File: config.mk
export PLATFORM = sky130hd
export DESIGN_NAME = alu_seq_ctrl_flat
export DESIGN_NICKNAME = d
export VERILOG_FILES = /design/src/rtl/alu_seq_ctrl_if.sv /design/src/rtl/alu_seq_ctrl.sv /design/src/flat_wrapper.sv
export SDC_FILE = /design/constraint.sdc
export NUM_CORES = 1
export LEC_CHECK = 0
export BUFFER_PORTS_ARGS = -buffer_cell sky130_fd_sc_hd__buf_2
export CELL_PAD_IN_SITES_DETAIL_PLACEMENT = 1
export CELL_PAD_IN_SITES_GLOBAL_PLACEMENT = 2
export CORE_MARGIN = 2
export CORE_UTILIZATION = 37
export CTS_CLUSTER_DIAMETER = 80
export DETAILED_ROUTE_END_ITERATION = 16
export GPL_TIMING_DRIVEN = 0
export PLACE_DENSITY = 0.82
export SLEW_MARGIN = 20
export SYNTH_ARGS = -nofsm -noshare
export SYNTH_HDL_FRONTEND = slang
export SYNTH_SLANG_ARGS = --single-unit
File: constraint.sdc
create_clock -name clk -period 4.2 [get_ports clk]
set_input_delay 0.84 -clock clk [delete_from_list [all_inputs] [get_ports clk]]
set_output_delay 0.84 -clock clk [all_outputs]
set_load 0.02 [all_outputs]
File: src/rtl/alu_seq_ctrl_if.sv
// Handshake and operand/result bundle between the decoder side and the ALU sequencer.
// The sequencer takes the slave modport.
interface alu_seq_ctrl_if #(
  parameter int WIDTH = 8
);
  logic                 start;
  logic                 op;
  logic [WIDTH-1:0]     a;
  logic [WIDTH-1:0]     b;
  logic                 busy;
  logic                 done;
  logic [2*WIDTH-1:0]   result;
  logic                 dz;
  logic                 s1;
  logic                 s0;
  logic                 cin;

  modport master (
    output start, op, a, b,
    input  busy, done, result, dz, s1, s0, cin
  );

  modport slave (
    input  start, op, a, b,
    output busy, done, result, dz, s1, s0, cin
  );
endinterface

File: src/rtl/alu_seq_ctrl.sv
// Multi-cycle shift-add multiply / restoring divide sequencer, one ALU pass per clock.
// The registered B-select and carry-in drive both the external ALU and the internal adder.
module alu_seq_ctrl #(
  parameter int WIDTH = 8
) (
  input  logic          clk,
  input  logic          rst,
  alu_seq_ctrl_if.slave bus
);

  localparam int CW = $clog2(WIDTH + 1);

  typedef enum logic [1:0] {
    ST_IDLE = 2'd0,
    ST_ITER = 2'd1,
    ST_DONE = 2'd2
  } state_t;

  state_t               state_q, state_d;
  logic                 op_q, op_d;
  logic [WIDTH-1:0]     a_q, a_d;
  logic [WIDTH-1:0]     b_q, b_d;
  logic [WIDTH-1:0]     acc_q, acc_d;
  logic [WIDTH-1:0]     q_q, q_d;
  logic [CW-1:0]        count_q, count_d;
  logic [2*WIDTH-1:0]   result_q, result_d;
  logic                 dz_q, dz_d;
  logic                 busy_q, busy_d;
  logic                 done_q, done_d;
  logic                 s1_q, s1_d;
  logic                 s0_q, s0_d;
  logic                 cin_q, cin_d;

  logic [WIDTH:0]       alu_a_s;
  logic [WIDTH:0]       bsel_s;
  logic [WIDTH+1:0]     sum_s;
  logic                 qbit_s;

  // Next-state, datapath and registered-output computation
  always_comb begin
    state_d  = state_q;
    op_d     = op_q;
    a_d      = a_q;
    b_d      = b_q;
    acc_d    = acc_q;
    q_d      = q_q;
    count_d  = count_q;
    result_d = result_q;
    dz_d     = dz_q;
    qbit_s   = 1'b0;

    // Divide shifts the next dividend bit into the partial remainder before the subtract.
    if (op_q) begin
      alu_a_s = {acc_q, q_q[WIDTH-1]};
    end else begin
      alu_a_s = {1'b0, acc_q};
    end

    case ({s1_q, s0_q})
      2'b00:   bsel_s = {(WIDTH+1){1'b0}};
      2'b01:   bsel_s = {1'b0, b_q};
      2'b10:   bsel_s = {1'b1, ~b_q};
      default: bsel_s = {(WIDTH+1){1'b1}};
    endcase

    sum_s = {1'b0, alu_a_s} + {1'b0, bsel_s} + {{(WIDTH+1){1'b0}}, cin_q};

    case (state_q)
      ST_IDLE: begin
        if (bus.start) begin
          state_d = ST_ITER;
          op_d    = bus.op;
          a_d     = bus.a;
          b_d     = bus.b;
          acc_d   = {WIDTH{1'b0}};
          q_d     = bus.a;
          count_d = {CW{1'b0}};
          dz_d    = bus.op & (bus.b == {WIDTH{1'b0}});
        end else begin
          state_d = ST_IDLE;
        end
      end
      ST_ITER: begin
        if (op_q) begin
          // Carry out of the (WIDTH+1)-bit subtract means no borrow: r' >= b.
          if (sum_s[WIDTH+1]) begin
            acc_d  = sum_s[WIDTH-1:0];
            qbit_s = 1'b1;
          end else begin
            acc_d  = alu_a_s[WIDTH-1:0];
            qbit_s = 1'b0;
          end
          q_d = {q_q[WIDTH-2:0], qbit_s};
        end else begin
          acc_d = sum_s[WIDTH:1];
          q_d   = {sum_s[0], q_q[WIDTH-1:1]};
        end
        count_d = count_q + {{(CW-1){1'b0}}, 1'b1};
        if (count_q == CW'(WIDTH - 1)) begin
          state_d = ST_DONE;
          if (op_q && dz_q) begin
            result_d = {a_q, {WIDTH{1'b1}}};
          end else begin
            result_d = {acc_d, q_d};
          end
        end else begin
          state_d = ST_ITER;
        end
      end
      ST_DONE: begin
        state_d = ST_IDLE;
      end
      default: begin
        state_d = ST_IDLE;
      end
    endcase

    busy_d = (state_d == ST_ITER);
    done_d = (state_d == ST_DONE);
    if (state_d == ST_ITER) begin
      s1_d  = op_d;
      s0_d  = ~op_d & q_d[0];
      cin_d = op_d;
    end else begin
      s1_d  = 1'b0;
      s0_d  = 1'b0;
      cin_d = 1'b0;
    end
  end

  // State and output registers
  always_ff @(posedge clk or posedge rst) begin
    if (rst) begin
      state_q  <= ST_IDLE;
      op_q     <= 1'b0;
      a_q      <= {WIDTH{1'b0}};
      b_q      <= {WIDTH{1'b0}};
      acc_q    <= {WIDTH{1'b0}};
      q_q      <= {WIDTH{1'b0}};
      count_q  <= {CW{1'b0}};
      result_q <= {(2*WIDTH){1'b0}};
      dz_q     <= 1'b0;
      busy_q   <= 1'b0;
      done_q   <= 1'b0;
      s1_q     <= 1'b0;
      s0_q     <= 1'b0;
      cin_q    <= 1'b0;
    end else begin
      state_q  <= state_d;
      op_q     <= op_d;
      a_q      <= a_d;
      b_q      <= b_d;
      acc_q    <= acc_d;
      q_q      <= q_d;
      count_q  <= count_d;
      result_q <= result_d;
      dz_q     <= dz_d;
      busy_q   <= busy_d;
      done_q   <= done_d;
      s1_q     <= s1_d;
      s0_q     <= s0_d;
      cin_q    <= cin_d;
    end
  end

  assign bus.busy   = busy_q;
  assign bus.done   = done_q;
  assign bus.result = result_q;
  assign bus.dz     = dz_q;
  assign bus.s1     = s1_q;
  assign bus.s0     = s0_q;
  assign bus.cin    = cin_q;

endmodule
File: src/flat_wrapper.sv
// flat-port wrapper written by rule: the top's interface ports become plain ports
module alu_seq_ctrl_flat 
#(
  parameter int WIDTH = 8
)
  (clk, rst, bus_start, bus_op, bus_a, bus_b, bus_busy, bus_done, bus_result, bus_dz, bus_s1, bus_s0, bus_cin);
  alu_seq_ctrl_if #(.WIDTH(WIDTH)) bus_i ();
  input  logic clk;
  input  logic rst;
  input wire logic [$bits(bus_i.start)-1:0] bus_start;
  input wire logic [$bits(bus_i.op)-1:0] bus_op;
  input wire logic [$bits(bus_i.a)-1:0] bus_a;
  input wire logic [$bits(bus_i.b)-1:0] bus_b;
  output wire logic [$bits(bus_i.busy)-1:0] bus_busy;
  output wire logic [$bits(bus_i.done)-1:0] bus_done;
  output wire logic [$bits(bus_i.result)-1:0] bus_result;
  output wire logic [$bits(bus_i.dz)-1:0] bus_dz;
  output wire logic [$bits(bus_i.s1)-1:0] bus_s1;
  output wire logic [$bits(bus_i.s0)-1:0] bus_s0;
  output wire logic [$bits(bus_i.cin)-1:0] bus_cin;
  assign bus_i.start = bus_start;
  assign bus_i.op = bus_op;
  assign bus_i.a = bus_a;
  assign bus_i.b = bus_b;
  assign bus_busy = bus_i.busy;
  assign bus_done = bus_i.done;
  assign bus_result = bus_i.result;
  assign bus_dz = bus_i.dz;
  assign bus_s1 = bus_i.s1;
  assign bus_s0 = bus_i.s0;
  assign bus_cin = bus_i.cin;
  alu_seq_ctrl #(.WIDTH(WIDTH)) u_core (.clk(clk), .rst(rst), .bus(bus_i));
endmodule
# ---- Word level (Yosys, flattened, before mapping)
# Index checks and enable logic that the tools add are counted.
dict set report op_classes {
  add_sub_neg 3
  n_mul 0
  n_div 0
  magnitude_cmp 0
  n_eq_ne 7
  shift 0
  n_mux 20
  bitwise 4
  n_reduce_logical 8
}
# op count
set ops {}
lappend ops {{2-to-1 mux 8 bit} 5}
lappend ops {{one-hot mux 8 bit (2 select lines)} 2}
lappend ops {{one-hot mux 9 bit (3 select lines)} 1}
lappend ops {{2-to-1 mux 16 bit} 1}
lappend ops {{adder 10 x 1 -> 10 bit} 1}
lappend ops {{adder 9 x 9 -> 10 bit} 1}
lappend ops {{2-to-1 mux 9 bit} 1}
lappend ops {{logical NOT 8 bit} 1}
lappend ops {{NOT 8 bit} 1}
lappend ops {{one-hot mux 4 bit (2 select lines)} 1}
lappend ops {{== test 2 x 1 -> 1 bit, second input constant} 3}
lappend ops {{2-to-1 mux 1 bit} 6}
lappend ops {{AND reduction 2 bit} 3}
lappend ops {{adder 4 x 1 -> 4 bit, second input constant} 1}
lappend ops {{== test 2 bit, second input constant} 2}
lappend ops {{== test 4 x 3 -> 1 bit, second input constant} 1}
lappend ops {{logical NOT 2 bit} 2}
lappend ops {{2-to-1 mux 4 bit} 1}
lappend ops {{one-hot mux 2 bit (2 select lines)} 1}
lappend ops {{bitwise AND 1 bit} 2}
lappend ops {{2-to-1 mux 2 bit} 1}
lappend ops {{inequality test 2 bit, second input constant} 1}
lappend ops {{nonzero test 2 bit} 1}
lappend ops {{logical AND 1 bit} 1}
lappend ops {{NOT 1 bit} 1}
dict set report totals {
  register_bits 60
  latchBits 0
  mem_bits_rw 0
  mem_bits_ro 0
  input_bits 20
  output_inout_bits 22
  elab_cells 56
  mem_count 0
}

# ---- Longest topological paths before layout
# Gate-level depths: netlist of the first run.
dict set report depth {
  word_depth 9
  mapped_depth 12
  ltp_nobuf 10
}

# ---- Worst setup path after synthesis of the first run
# Ideal clock, no wire load.
dict set report synth_timing {
  path_type {register to register}
  start {register u_core.op_q}
  end {register u_core.result_q[13] (netlist: u_core.bus.result[13])}
  setup_ps 121
  arrival_time_ps 2967
  required_ps 4079
  setup_slack_ps 1112
  stages_incl_launch_ff 13
  path_buffers 2
  period_less_slack_ps 3088
  cell_sequence {dfrtp_1 clkbuf_1 buf_1 mux2_2 fa_1 inv_1 fa_1 nand2b_1 a211oi_1 a211oi_2 xnor2_1 a221o_1 o22a_1}
}
dict set report synth_between {
  elab_chain_len 6
  word_cells_on_any_way 7
  cone_classes {2 x add/sub; 4 x mux; 1 x reduce/logical}
}
# item line
set synth_lines {}
lappend synth_lines {{start: declaration} alu_seq_ctrl.sv:20} ;# logic op_q, op_d;
lappend synth_lines {{start signal: assignment} alu_seq_ctrl.sv:150} ;# op_q <= op_d;
lappend synth_lines {{2-to-1 mux 9 bit} alu_seq_ctrl.sv:53} ;# if (op_q) begin
lappend synth_lines {{adder 9 x 9 -> 10 bit} alu_seq_ctrl.sv:66} ;# sum_s = {1'b0, alu_a_s} + {1'b0, bsel_s} + {{(WIDTH+1){1'b0}}, cin_q};
lappend synth_lines {{adder 10 x 1 -> 10 bit} alu_seq_ctrl.sv:66}
lappend synth_lines {{2-to-1 mux 8 bit} alu_seq_ctrl.sv:86} ;# if (sum_s[WIDTH+1]) begin
lappend synth_lines {{2-to-1 mux 8 bit} alu_seq_ctrl.sv:84} ;# if (op_q) begin
lappend synth_lines {{2-to-1 mux 16 bit *} alu_seq_ctrl.sv:101} ;# if (op_q && dz_q) begin
lappend synth_lines {{end signal: assignment} alu_seq_ctrl.sv:141} ;# result_q <= {(2*WIDTH){1'b0}};
lappend synth_lines {{end signal: assignment} alu_seq_ctrl.sv:156} ;# result_q <= result_d;
lappend synth_lines {{end: declaration} alu_seq_ctrl.sv:26} ;# logic [2*WIDTH-1:0] result_q, result_d;
# Every way passes the cells marked *; elsewhere a longest branch is shown, timed or not.
# A chain may end at the register's enable or synchronous reset.

# ---- Final worst setup path of the first run
dict set report layout_timing {
  start {register u_core.op_q}
  end {register u_core.acc_q[6]}
}
dict set report layout_between {
  elab_chain_len 6
}
# item line
set layout_lines {}
lappend layout_lines {{2-to-1 mux 9 bit} alu_seq_ctrl.sv:53}
lappend layout_lines {{adder 9 x 9 -> 10 bit} alu_seq_ctrl.sv:66}
lappend layout_lines {{adder 10 x 1 -> 10 bit} alu_seq_ctrl.sv:66}
lappend layout_lines {{2-to-1 mux 8 bit} alu_seq_ctrl.sv:86}
lappend layout_lines {{2-to-1 mux 8 bit *} alu_seq_ctrl.sv:84}
lappend layout_lines {{one-hot mux 8 bit (2 select lines) *} alu_seq_ctrl.sv:68} ;# case (state_q)
lappend layout_lines {{end signal: assignment} alu_seq_ctrl.sv:138} ;# acc_q <= {WIDTH{1'b0}};
lappend layout_lines {{end: declaration} alu_seq_ctrl.sv:23} ;# logic [WIDTH-1:0] acc_q, acc_d;
# Marks and branches as above.

==> results.txt, run 1 <==
* Total global-route track usage: 0.203
- STA puts the critical path data required time at 4450 ps.
- For the pin with the worst max-slew slack, the measured transition is 548 ps.
- R2R setup slack: 380 ps
- The largest individual stage delay along the critical path comes from the cell sky130_fd_sc_hd__buf_1.
- From left edge to right edge, the die measures 99.6 microns.
- Fraction of post-synthesis cell area in the top cell type by area: 0.444
* Dominant cell type by area after synthesis: sky130_fd_sc_hd__dfrtp_1
- First-pass GRT wire length: between 15000 and 20000 microns
* Number of sinks handled by clock tree synthesis: 60
* Site Rows: 34
* Period minus WS final: 3820 ps
* Number of H-tree branching levels: 3
- Clock Pin Slew Worst Setup and Hold Paths: 80 ps
- Total standard cell area after synthesis: about 3400 sq um
- DIE AREA: 9920 sq um
* Avg Cell Area, Syn: approximately 10 sq um
- Final-layout fill cell count: 1001
- Post-synth EDFFs: 0
- Number of placed I/O pins: 42
- After synthesis, the cell types taking the most area are sky130_fd_sc_hd__dfrtp_1, sky130_fd_sc_hd__mux2_2, sky130_fd_sc_hd__nand2_1, sky130_fd_sc_hd__o21ai_0, sky130_fd_sc_hd__ha_1.
- Post-detailed-routing wire length: 9470 microns
- In this run, synthesis produced a sequential element count of 60.
- Count of cells resized by post-cts repair: 0
- The endpoint identified for the worst register-to-register timing path is u_core.acc_q[6]$_DFFE_PP0P_.
- Pre-CTS setup slack: 385 ps
- Effective utilization at floorplan: 0.384
- Worst slew margin: 0.635
- Instance count of the mapped netlist: roughly 330
- Post-synth cell types: between 50 and 60
- Layout Nets: approximately 420
* Finish-stage setup viols: 0
* TritonCTS buffer count: 9
- The signal on the critical path passes through clkbuf_1 > buf_1 > mux2_2 > fa_1 > inv_1 > fa_1 > nand2b_1 > a211oi_1 > a211oi_2 > xnor2_1 > a211oi_1 > o31ai_1.
- The via count of the first global-routing pass is about 3.0k.
- Delay of the slowest critical-path stage: 480 ps
* Asr flop ratio synth: 1.00
- Launch point of the worst reg-to-reg path: u_core.op_q$_DFF_PP0_
- Residual DRC count: 0
- The later pin in the worst-skew pair is clocked with a latency of 350 ps.
- Most used DFF post-synth: sky130_fd_sc_hd__dfrtp_1
* Top cells by count, synth: sky130_fd_sc_hd__dfrtp_1, sky130_fd_sc_hd__nand2_1, sky130_fd_sc_hd__mux2_2
- WHS: 366 ps
- The total count of max-transition violations in the final report came to 0.
* Largest net degree at the start of global routing: 56
- For this run, the number of Yosys warnings is 0.
* Highest achievable clock rate: between 0.2 and 0.3 GHz
- TritonCTS clock tree: yes
- Net count after synthesis: 363
- For this run, the register share of the synthesized area comes to 0.444.
- Post-CTS Setup Bufs: 0
- Setup slack after layout: 382 ps
- Fraction of layout instances using a drive strength above 1: 0.277
- Detailed placement ended at an HPWL of ~7000 microns.
* Cell with the most instances after synthesis: sky130_fd_sc_hd__dfrtp_1
- Maximum root-to-sink buffer count: 2
- Clock skew on the completed layout was measured at 12.3 ps.
- Using the TritonRoute via totals, the vias-per-cell ratio works out to 5.48.
- Number of cells traversed by the worst register-to-register path: 12
- Global routing finished with a remaining overflow of 0.
- Setup TNS: 0 ps
* Final antenna diode count: 0
- Total of hold buffers inserted after clock tree synthesis: 0
- Setup repair after global routing left no endpoint under its margin.
- Routed Antenna Nets: 0
* Average routed wire per standard cell: 19.0 microns
* Area occupied by multi-input gates: 1760 sq um
* Status: finished, final reports clean
- Dividing the final minimum period by the clock period gives 0.909.
- By startpoint and endpoint, the worst setup path is classified as flip-flop to flip-flop.
- CP endpoint kind: flip-flop
- PortBufs: 41
* Hold Vio Cnt, Final: 0
- The routed layout has 2727 vias.
* Max cap viols: 0
* DRT Pass-1 Iters: 4
* Signed area change from the synthesized netlist to the final layout: 17.1%
- Area inside the core boundary: around 8800 sq um
* Die Height: 99.6 microns
- Cell at the root of the clock tree: sky130_fd_sc_hd__clkbuf_8
* Number of antenna violations at the first check in global routing: 0
* Register Area: 1500 sq um
- Min-delay worst type: primary input to asynchronous set/reset pin
* RD Place Congestion: 0.836
- At the worst endpoint, the arrival time is slightly above 4000 ps.
* Element type at the critical path start: flip-flop
* Maximum fanout along the worst path: 10
* Violation count after the first detailed-route iteration: 166
worst max-delay path by stage:
stage	start	end	slack, ps	depth (start not counted)
after global placement	u_core.op_q$_DFF_PP0_	u_core.bus.result[13]$_DFFE_PP0P_	480	12
after global routing	u_core.op_q$_DFF_PP0_	u_core.acc_q[6]$_DFFE_PP0P_	60	12
final	u_core.op_q$_DFF_PP0_	u_core.acc_q[6]$_DFFE_PP0P_	380	12
after CTS	u_core.op_q$_DFF_PP0_	u_core.acc_q[6]$_DFFE_PP0P_	300	12
after floorplan	u_core.op_q$_DFF_PP0_	u_core.bus.result[13]$_DFFE_PP0P_	1110	12
after detailed placement	u_core.op_q$_DFF_PP0_	u_core.acc_q[6]$_DFFE_PP0P_	380	12
cell type report:
type | count | area share
buffer | 18 | 0.0202
clock buffer | 10 | 0.0347
clock inverter | 6 | 0.0180
inverter | 12 | 0.0120
multi-input combinational | 242 | 0.443
sequential | 60 | 0.379
tap | 108 | 0.0341
timing repair buffer | 42 | 0.0587
cell usage in the layout (no fill, tap or decap), types with 5 or more instances in the layout:
cell                       instances
sky130_fd_sc_hd__dfrtp_1          60
sky130_fd_sc_hd__and2_1            5
sky130_fd_sc_hd__a21o_1            5
sky130_fd_sc_hd__a21oi_1           9
sky130_fd_sc_hd__nand2b_1          5
sky130_fd_sc_hd__o21ai_0          28
sky130_fd_sc_hd__clkbuf_1         10
sky130_fd_sc_hd__a22oi_1          10
sky130_fd_sc_hd__inv_1            10
sky130_fd_sc_hd__nor2_1           19
sky130_fd_sc_hd__mux2i_1           8
sky130_fd_sc_hd__mux2_2           37
sky130_fd_sc_hd__clkbuf_8         10
sky130_fd_sc_hd__buf_2            45
sky130_fd_sc_hd__nand2_1          43
sky130_fd_sc_hd__ha_1              9
cell families (layout without fill, tap and decap cells):
family	count (synthesis)	in the layout	synth area share
compound gates	91	91	0.192
simple gates	90	90	0.122
flops	60	60	0.444
mux	45	45	0.147
buf+inv	30	88	0.0370
fa+ha+maj	11	11	0.0451
xor+xnor	5	5	0.0129
layer usage:
metal / global-route usage / part of all wire
met1: 0.279 / 0.50
met2: 0.326 / 0.46
met3: 0.0415 / 0.030
met4: 0.0569 / 0.015
met5: 0 / 0
worst max-delay path: cells and delay by family (launching register included):
kind | cells | cell delay, ps
simple gates | 1 | 190
fa+ha+maj | 2 | 590
xor+xnor | 1 | 450
buf+inv | 3 | 940
compound gates | 4 | 830
mux | 1 | 290
flops | 1 | 430
flip-flops by register name (all words and copies together) (netlist names), 2 cells and up:
signal and flops:
u_core.bus.result 16, u_core.state_q 2, u_core.count_q 4, u_core.a_q 8, u_core.b_q 8, u_core.q_q 8, u_core.acc_q 8
per-stage QoR:
stage	cell area (sq um)	instances	util
3_5_place_dp	3750	482	0.426
3_3_place_gp	3720	481	0.423
5_1_grt	3960	498	0.450
6_report	3960	498	0.450
4_1_cts	3960	498	0.450
2_1_floorplan	3380	332	-
Power of run 1 is not shown: default switching activity piles up to over one toggle a cycle in this logic, so the estimate is an artifact.
==> run 2, diff against run 1 <==
- RECOVER_POWER: not set -> 50
- SKIP_LAST_GASP: not set -> 1
==> run 2 against run 1 <==
The flow now finishes with violations (capacitance limit, slew limit). Maximum frequency shrank 0.64%. Wire length fell by 0.19%. Clock skew about the same. Core utilization fell by 0.40 points. Setup slack got worse by 25 ps. Critical endpoint unchanged. Die area stayed put. First-iteration DRC count decreased by 27%. Critical path depth stayed put. Cell count is the same. Critical path type unchanged.
==> results.txt, run 2 (synthesized netlist as in run 1, its figures left out) <==
- Worst-margin pin slew: 3030 ps (+2480 ps)
- Violated checks: capacitance limit, slew limit
* Status: finished with violations
- Element type at the critical path start: flip-flop
* Clock Pin Slew Worst Setup and Hold Paths: 80 ps (about the same)
- The shortest period the worst path allows came to 3840 ps (+24.7 ps).
* Setup TNS: 0 ps (unchanged)
- Post-route fraction of the period consumed by the critical path: 0.915 (+0.00588)
* Number of cells traversed by the worst register-to-register path: 12 (unchanged)
* Effective utilization at floorplan: 0.384 (unchanged)
* Die width: 99.6 microns (unchanged)
- The pin count of the biggest net entering global routing came to 56 (unchanged).
- Leaving out fill and tap cells, the most frequent cells in the layout are sky130_fd_sc_hd__dfrtp_1, sky130_fd_sc_hd__nand2_1, sky130_fd_sc_hd__buf_2, sky130_fd_sc_hd__mux2_2, sky130_fd_sc_hd__o21ai_0.
- Final antenna diode count: 0 (unchanged)
- Walking the worst path, the cells encountered are clkbuf_1 > buf_1 > mux2_2 > fa_1 > inv_1 > fa_1 > nand2b_1 > a211oi_1 > a211oi_2 > xnor2_1 > a211oi_1 > o31ai_1.
- Register Area: 1500 sq um (unchanged)
- The I/O pin count is 42 (unchanged).
* DRT Pass-1 Iters: 4 (unchanged)
* Max cap viols: 1 (+1)
- CP endpoint kind: flip-flop
- PortBufs: 41 (unchanged)
- Vias/cell: 5.50 (+0.44%)
- Residual DRC count: 0 (unchanged)
- The proportion of layout cells with a drive suffix above 1 was 0.254 (-0.0231).
* Total count of max-transition violations in the final report: 56 (+56)
- Critical path start-end classification: flip-flop to flip-flop
* Signed area change from the synthesized netlist to the final layout: 16.1%
- Cell at the root of the clock tree: sky130_fd_sc_hd__clkbuf_8
- Total global-route track usage: 0.203 (unchanged)
- The top fanout value on the critical path came to 10 (unchanged).
* Average routed wire per standard cell: 19.0 microns (-0.19%)
* Final HPWL DP: 7170 microns (unchanged)
- Setup repair after global routing left no endpoint under its margin.
- The clock latency of the later-clocked register in the worst-skew pair was 350 ps (about the same).
- Most frequent standard cell in the layout excluding fill and tap cells: sky130_fd_sc_hd__dfrtp_1
* Count of vias placed by the detailed router: 2739 (+0.44%)
* RD Place Congestion: 0.836 (unchanged)
* Layout Nets: 416 (unchanged)
- The headroom to the max-slew limit is -1.02 (-1.65).
- The critical path arrival came to 4100 ps (+30 ps).
- Final-layout fill cell count: 1010 (+0.90%)
* Number of H-tree branching levels: 3 (unchanged)
- Die Height: 99.6 microns (unchanged)
* Area occupied by multi-input gates: 1760 sq um (unchanged)
* Via count of the first global-routing pass: 2961 (unchanged)
* Dominant delay contributor by cell family on the critical path: buffers and inverters
- Finish-stage setup viols: 0 (unchanged)
- The sink count of the clock tree came to 60 (unchanged).
- The initial antenna violation count is 0 (unchanged).
- In this run the critical register-to-register path is captured at u_core.acc_q[6]$_DFFE_PP0P_.
- The worst register-to-register path begins at u_core.op_q$_DFF_PP0_.
- Total of hold buffers inserted after clock tree synthesis: 0 (unchanged)
* Count of cells resized by post-cts repair: 0 (unchanged)
* Highest achievable clock rate: 0.260 GHz (-0.64%)
- The deepest clock path buffer count is 2 (unchanged).
- First-pass GRT wire length: 15600 microns (unchanged)
* Congestion Overflow GR: 0 (unchanged)
- The count of nets left with antenna violations after detail routing is 0 (unchanged).
- R2R setup slack: 360 ps (-20 ps)
- Hold Vio Cnt, Final: 0 (unchanged)
* Critical path buffer and inverter count: 3 (unchanged)
- The total die area is 9920 sq um (unchanged).
- The standard-cell row count came to 34 (unchanged).
* Post-CTS Setup Bufs: 0 (unchanged)
- The area inside the core boundary came to 8810 sq um (unchanged).
* TritonCTS clock tree: yes
* Master of the slowest instance on the critical path: sky130_fd_sc_hd__buf_1
- The final worst clock skew came to 12.0 ps (-0.248 ps).
- Violation count after the first detailed-route iteration: 121 (-27%)
* Post-detailed-routing wire length: 9450 microns (-0.19%)
- Worst path required time: 4450 ps (about the same)
- The number of buffers inserted during clock tree synthesis was 9 (unchanged).
* Delay of the slowest critical-path stage: 480 ps (about the same)
* Max reg flops: 16 (unchanged)
- Min-delay worst type: primary input to asynchronous set/reset pin
==> run 2: worst max path at each step <==
stage,end,from,cells after the start
after floorplan,u_core.bus.result[13]$_DFFE_PP0P_,u_core.op_q$_DFF_PP0_,12
after global placement,u_core.bus.result[13]$_DFFE_PP0P_,u_core.op_q$_DFF_PP0_,12
after detailed placement,u_core.acc_q[6]$_DFFE_PP0P_,u_core.op_q$_DFF_PP0_,12
after CTS,u_core.acc_q[6]$_DFFE_PP0P_,u_core.op_q$_DFF_PP0_,12
after global routing,u_core.acc_q[6]$_DFFE_PP0P_,u_core.op_q$_DFF_PP0_,12
final,u_core.acc_q[6]$_DFFE_PP0P_,u_core.op_q$_DFF_PP0_,12
==> run 2: per-stage QoR <==
step | hold slack [ps] | utilization | setup slack, ps | std cells | area, sq um
after floorplan | 447 | - | 1110 | 332 | 3380
after global placement | 444 | 0.423 | 482 | 481 | 3720
after detailed placement | 451 | 0.426 | 385 | 482 | 3750
after CTS | 359 | 0.450 | 305 | 498 | 3960
after global routing | 411 | 0.446 | 58.3 | 498 | 3930
final | 402 | 0.446 | 357 | 498 | 3930
==> run 2: worst register-to-register path: stages, from the launching register on <==
cell	delay, ps
sky130_fd_sc_hd__dfrtp_1	430
sky130_fd_sc_hd__clkbuf_1	400
sky130_fd_sc_hd__buf_1	480
sky130_fd_sc_hd__mux2_2	290
sky130_fd_sc_hd__fa_1	200
sky130_fd_sc_hd__inv_1	60
sky130_fd_sc_hd__fa_1	390
sky130_fd_sc_hd__nand2b_1	190
sky130_fd_sc_hd__a211oi_1	360
sky130_fd_sc_hd__a211oi_2	90
sky130_fd_sc_hd__xnor2_1	460
sky130_fd_sc_hd__a211oi_1	160
sky130_fd_sc_hd__o31ai_1	230
==> run 2: final cells by class <==
cell class	count	area share
plain buffers	18	0.0204
clock inverters	6	0.0182
clock buffers	10	0.0351
well taps	108	0.0344
flip-flops and latches	60	0.382
multi-input cells	242	0.447
repair buffers	42	0.0507
inverters	12	0.0118
==> run 2: metal layers <==
metal | track usage | vias up | part of all wire
met5 | 0 | - | 0
met2 | 0.326 | 62 | 0.46
met3 | 0.0415 | 15 | 0.037
met1 | 0.279 | 1361 | 0.49
li1 | - | 1301 | -
met4 | 0.0569 | 0 | 0.014
Power of run 2 is left out for the same reason.
==> run 3, diff against run 2 <==
- ABC_AREA: not set -> 1
- BUFFER_PORTS_ARGS: -buffer_cell sky130_fd_sc_hd__buf_2 -> not set
- DONT_BUFFER_PORTS: not set -> 1
- PLACE_DENSITY: 0.82 -> not set
- PLACE_DENSITY_LB_ADDON: not set -> 0.1
==> run 3 against run 2 <==
The flow still finishes with violations (capacitance limit, slew limit). Non-clock buffer count decreased by 46. First-iteration DRC count decreased by 19%. Wire length increased by 4.3%. Core utilization decreased by 2.5 points. Cell area decreased by 0.45%. Global-route usage increased by 0.55 points. Cell count increased by 25%. Count of clock-buffer cells in the layout increased by 1. Synthesized cell count increased by 43%. Setup slack improved by 940 ps. Clock skew decreased by 5.4 ps. Maximum frequency increased by 32%.
==> results.txt, run 3 <==
- Status: finished with violations
* Violated checks: capacitance limit, slew limit
- Signed area change from the synthesized netlist to the final layout: 9.77%
* Number of stages on the worst hold path: 1
- Most frequent standard cell in the layout excluding fill and tap cells: sky130_fd_sc_hd__nand2_1
* Element type at the critical path start: primary input
- The total die area is 10400 sq um (+5.1%).
* Later-pin clock latency in the skew report: 330 ps (-20 ps)
- The depth of the worst register-to-register path is 13 (+1).
* Maximum root-to-sink buffer count: 2 (unchanged)
- Number of sinks handled by clock tree synthesis: 60 (unchanged)
- The total detailed-routing wirelength is 9870 microns (+4.3%).
- Total global-route track usage: 0.208 (+0.00552)
* Hold Vio Cnt, Final: 0 (unchanged)
* Worst path required time: 4270 ps (-180 ps)
- Critical path buffer and inverter count: 2 (-1)
- The tree is rooted in a sky130_fd_sc_hd__clkbuf_8.
- The via count of the first global-routing pass is 3301 (+11%).
- The share of flip-flops with an asynchronous set or reset after synthesis was 1.00 (unchanged).
- Min-delay worst type: flip-flop to flip-flop
* Leakage: roughly 2.0 nW
- Top cells by count, synth: sky130_fd_sc_hd__nand2_1, sky130_fd_sc_hd__dfrtp_1, sky130_fd_sc_hd__inv_1
* Power Density: 1000 nW/um^2
* Largest net degree at the start of global routing: 35 (-38%)
* Average routed wire per standard cell: 15.9 microns (-16%)
- Clock Power Share: 0.136
- Top cells by area in the synthesized netlist: sky130_fd_sc_hd__dfrtp_1, sky130_fd_sc_hd__nand2_1, sky130_fd_sc_hd__inv_1, sky130_fd_sc_hd__o21ai_0, sky130_fd_sc_hd__ha_1
- CP endpoint kind: asynchronous set/reset pin
- Data arrival time of the critical path: 2970 ps (-1130 ps)
* Register Area: 1500 sq um (unchanged)
- Number of standard cells in the final layout excluding fillers: 621 (+25%)
* Final-layout fill cell count: 1208 (+20%)
- By startpoint and endpoint, the worst setup path is classified as primary input to asynchronous set/reset pin.
- In the synthesized netlist the dominant register cell turns out to be sky130_fd_sc_hd__dfrtp_1.
* TritonCTS buffer count: 9 (unchanged)
- RSZ-0062 raised after global routing: no
- The total number of vias was 3056 (+12%).
- Finish-stage setup viols: 0 (unchanged)
- Post-CTS Setup Bufs: 0 (unchanged)
- Cell with the most instances after synthesis: sky130_fd_sc_hd__nand2_1
* Max reg flops: 16 (unchanged)
* Dominant cell type by area after synthesis: sky130_fd_sc_hd__dfrtp_1
* Period minus WS final: 2900 ps (-942 ps)
- The worst-case IR drop observed on VDD is between 0.0002 and 0.0003 V.
- Total of hold buffers inserted after clock tree synthesis: 0 (unchanged)
- Net Switching: a little under 0.002 W
* Area inside the core boundary: 9280 sq um (+5.4%)
* Highest achievable clock rate: 0.345 GHz (+32%)
- Worst-margin pin slew: 1920 ps (-1110 ps)
- The count of nets left with antenna violations after detail routing was 0 (unchanged).
- The top fanout value on the critical path is 34 (+24).
- Crit path depth: 2 (-10)
* Power share of the sequential group: 0.295
- Grouping stages by cell kind, the critical path spends the most delay in buffers and inverters.
- Comb power frac: 0.569
- Site Rows: 35 (+2.9%)
- The post-synthesis sequential element count was 60 (unchanged).
- Count of placed standard cells including taps: 606 (+26%)
* Layout Nets: 519 (+25%)
- The internal portion of the total power is between 0.0015 and 0.002 W.
- Share of the yosys chip area belonging to registers: 0.422 (-0.0223)
- Residual DRC count: 0 (unchanged)
* CP cell instances: clkinvlp_2 > clkbuf_1
- The number of resized instances in the post-cts repair step is 0 (unchanged).
- Commonest non-fill, non-tap cells in the layout: sky130_fd_sc_hd__nand2_1, sky130_fd_sc_hd__dfrtp_1, sky130_fd_sc_hd__inv_1
- Post-route fraction of the period consumed by the critical path: 0.691 (-0.224)
* Total of warnings raised by yosys: 0 (unchanged)
* Net count after synthesis: 507 (+40%)
- Congestion Overflow GR: 0 (unchanged)
* Area occupied by multi-input gates: 1700 sq um (-3.1%)
* Post-synth EDFFs: 0 (unchanged)
- The total count of max-transition violations in the final report came to 35 (-38%).
* Avg Cell Area, Syn: 7.48 sq um (-27%)
- The final worst clock skew was 6.64 ps (-5.41 ps).
- Violation count after the first detailed-route iteration: 98 (-19%)
- The count of mapped cells out of synthesis came to 476 (+43%).
- The antenna diode count came to 0 (unchanged).
* Number of placed I/O pins: 42 (unchanged)
- The effective utilization at floorplan is 0.384 (-0.000500).
* First-pass GRT wire length: 16500 microns (+5.9%)
- The width of the die was 102 microns (+2.5%).
- Setup TNS: 0 ps (unchanged)
- Fraction of layout instances using a drive strength above 1: 0.110 (-0.144)
- The number of buffer cells added on primary ports came to 0 (-100%).
- The die span in y came to 102 microns (+2.5%).
- DRT Pass-1 Iters: 4 (unchanged)
- The initial antenna violation count was 0 (unchanged).
- Post-synth cell types: 32 (-37%)
- RD Place Congestion: 0.796 (-4.7%)
- Switching share of total power: 0.507
- The delay of the slowest cell on the worst path is 1450 ps (+970 ps).
- Final HPWL DP: 7640 microns (+6.6%)
- The proportion of netlist area held by the largest area contributor was 0.422 (-0.0223).
- Master of the slowest instance on the critical path: sky130_fd_sc_hd__clkbuf_1
- TritonCTS clock tree: yes
- Worst slew margin: -0.280 (+0.737)
- Number of H-tree branching levels: 3 (unchanged)
* Clock Pin Slew Worst Setup and Hold Paths: 70 ps (about the same)
* Total standard cell area after synthesis: 3560 sq um (+5.3%)
* Max cap viols: 1 (unchanged)
* Vias/cell: 4.92 (-11%)
run 3: changes by cell type after synthesis, sizes merged, moves of 6 or more:
cell,delta
nand2,+142
inv,+53
mux2,-37
nand3,+25
a21oi,+11
a22oi,-10
o21ai,+10
mux2i,-7
nand4,+7
o211ai,+7
clkbuf,-6
run 3: cell families after synthesis:
kind of cell,Yosys count,synth area share
AOI/OAI and AO/OA,71,0.116
and+or+nand+nor,253,0.318
DFF,60,0.422
buffers and inverters,79,0.0959
xor gates and xnor gates,1,0.00246
muxes,1,0.00281
adders and majority gates,11,0.0429
run 3: final timing paths:
kind / endpoint / slack [ps] / start
max: u_core.b_q[1]$_DFFE_PP0P_ / 1300 / rst
min: u_core.count_q[3]$_DFFE_PP0P_ / 500 / u_core.count_q[3]$_DFFE_PP0P_
max reg2reg: u_core.bus.result[15]$_DFFE_PP0P_ / 1410 / u_core.bus.cin$_DFF_PP0_
min reg2reg: u_core.count_q[3]$_DFFE_PP0P_ / 500 / u_core.count_q[3]$_DFFE_PP0P_
max in group clk: u_core.bus.result[15]$_DFFE_PP0P_ / 1410 / u_core.bus.cin$_DFF_PP0_
min in group asynchronous: u_core.bus.result[2]$_DFFE_PP0P_ / 610 / rst
run 3: layout make-up:
class                   count  area share
multi-input cells         337       0.435
flip-flops and latches     60       0.384
inverters                  66      0.0637
well taps                 129      0.0413
clock buffers              11      0.0387
plain buffers              13      0.0237
clock inverters             4      0.0125
repair buffers              1    0.000960
run 3: power groups by stage:
stage | combinational (W) | sequential (W) | clock (W)
CTS | 0.00229 | 0.00116 | 0.000549
detailed placement | 0.00227 | 0.00117 | 0
finish | 0.00223 | 0.00116 | 0.000532
floorplan | 0.00172 | 0.00111 | 0
global route | 0.00259 | 0.00120 | 0.000571
global placement | 0.00222 | 0.00116 | 0
run 3: through the flow:
| step | power, W | instance area (sq um) | worst slack, ps | hold slack (ps) | util |
|---|---|---|---|---|---|
| 2_1_floorplan | 0.00283 | 3560 | 1790 | 446 | - |
| 3_3_place_gp | 0.00337 | 3720 | 1100 | 467 | 0.401 |
| 3_5_place_dp | 0.00344 | 3740 | 1390 | 484 | 0.403 |
| 4_1_cts | 0.00400 | 3950 | 1370 | 346 | 0.425 |
| 5_1_grt | 0.00436 | 3910 | 828 | 540 | 0.421 |
| 6_report | 0.00391 | 3910 | 1300 | 503 | 0.421 |
run 3: per-layer routing:
metal  GRT usage  vias to the layer above  wire, microns
li1            -                     1536              -
met1       0.290                     1468           4870
met2       0.337                       42           4580
met3      0.0397                       10            306
met4      0.0513                        0            106
met5           0                        -              0
(Power assumes the default switching activity.)
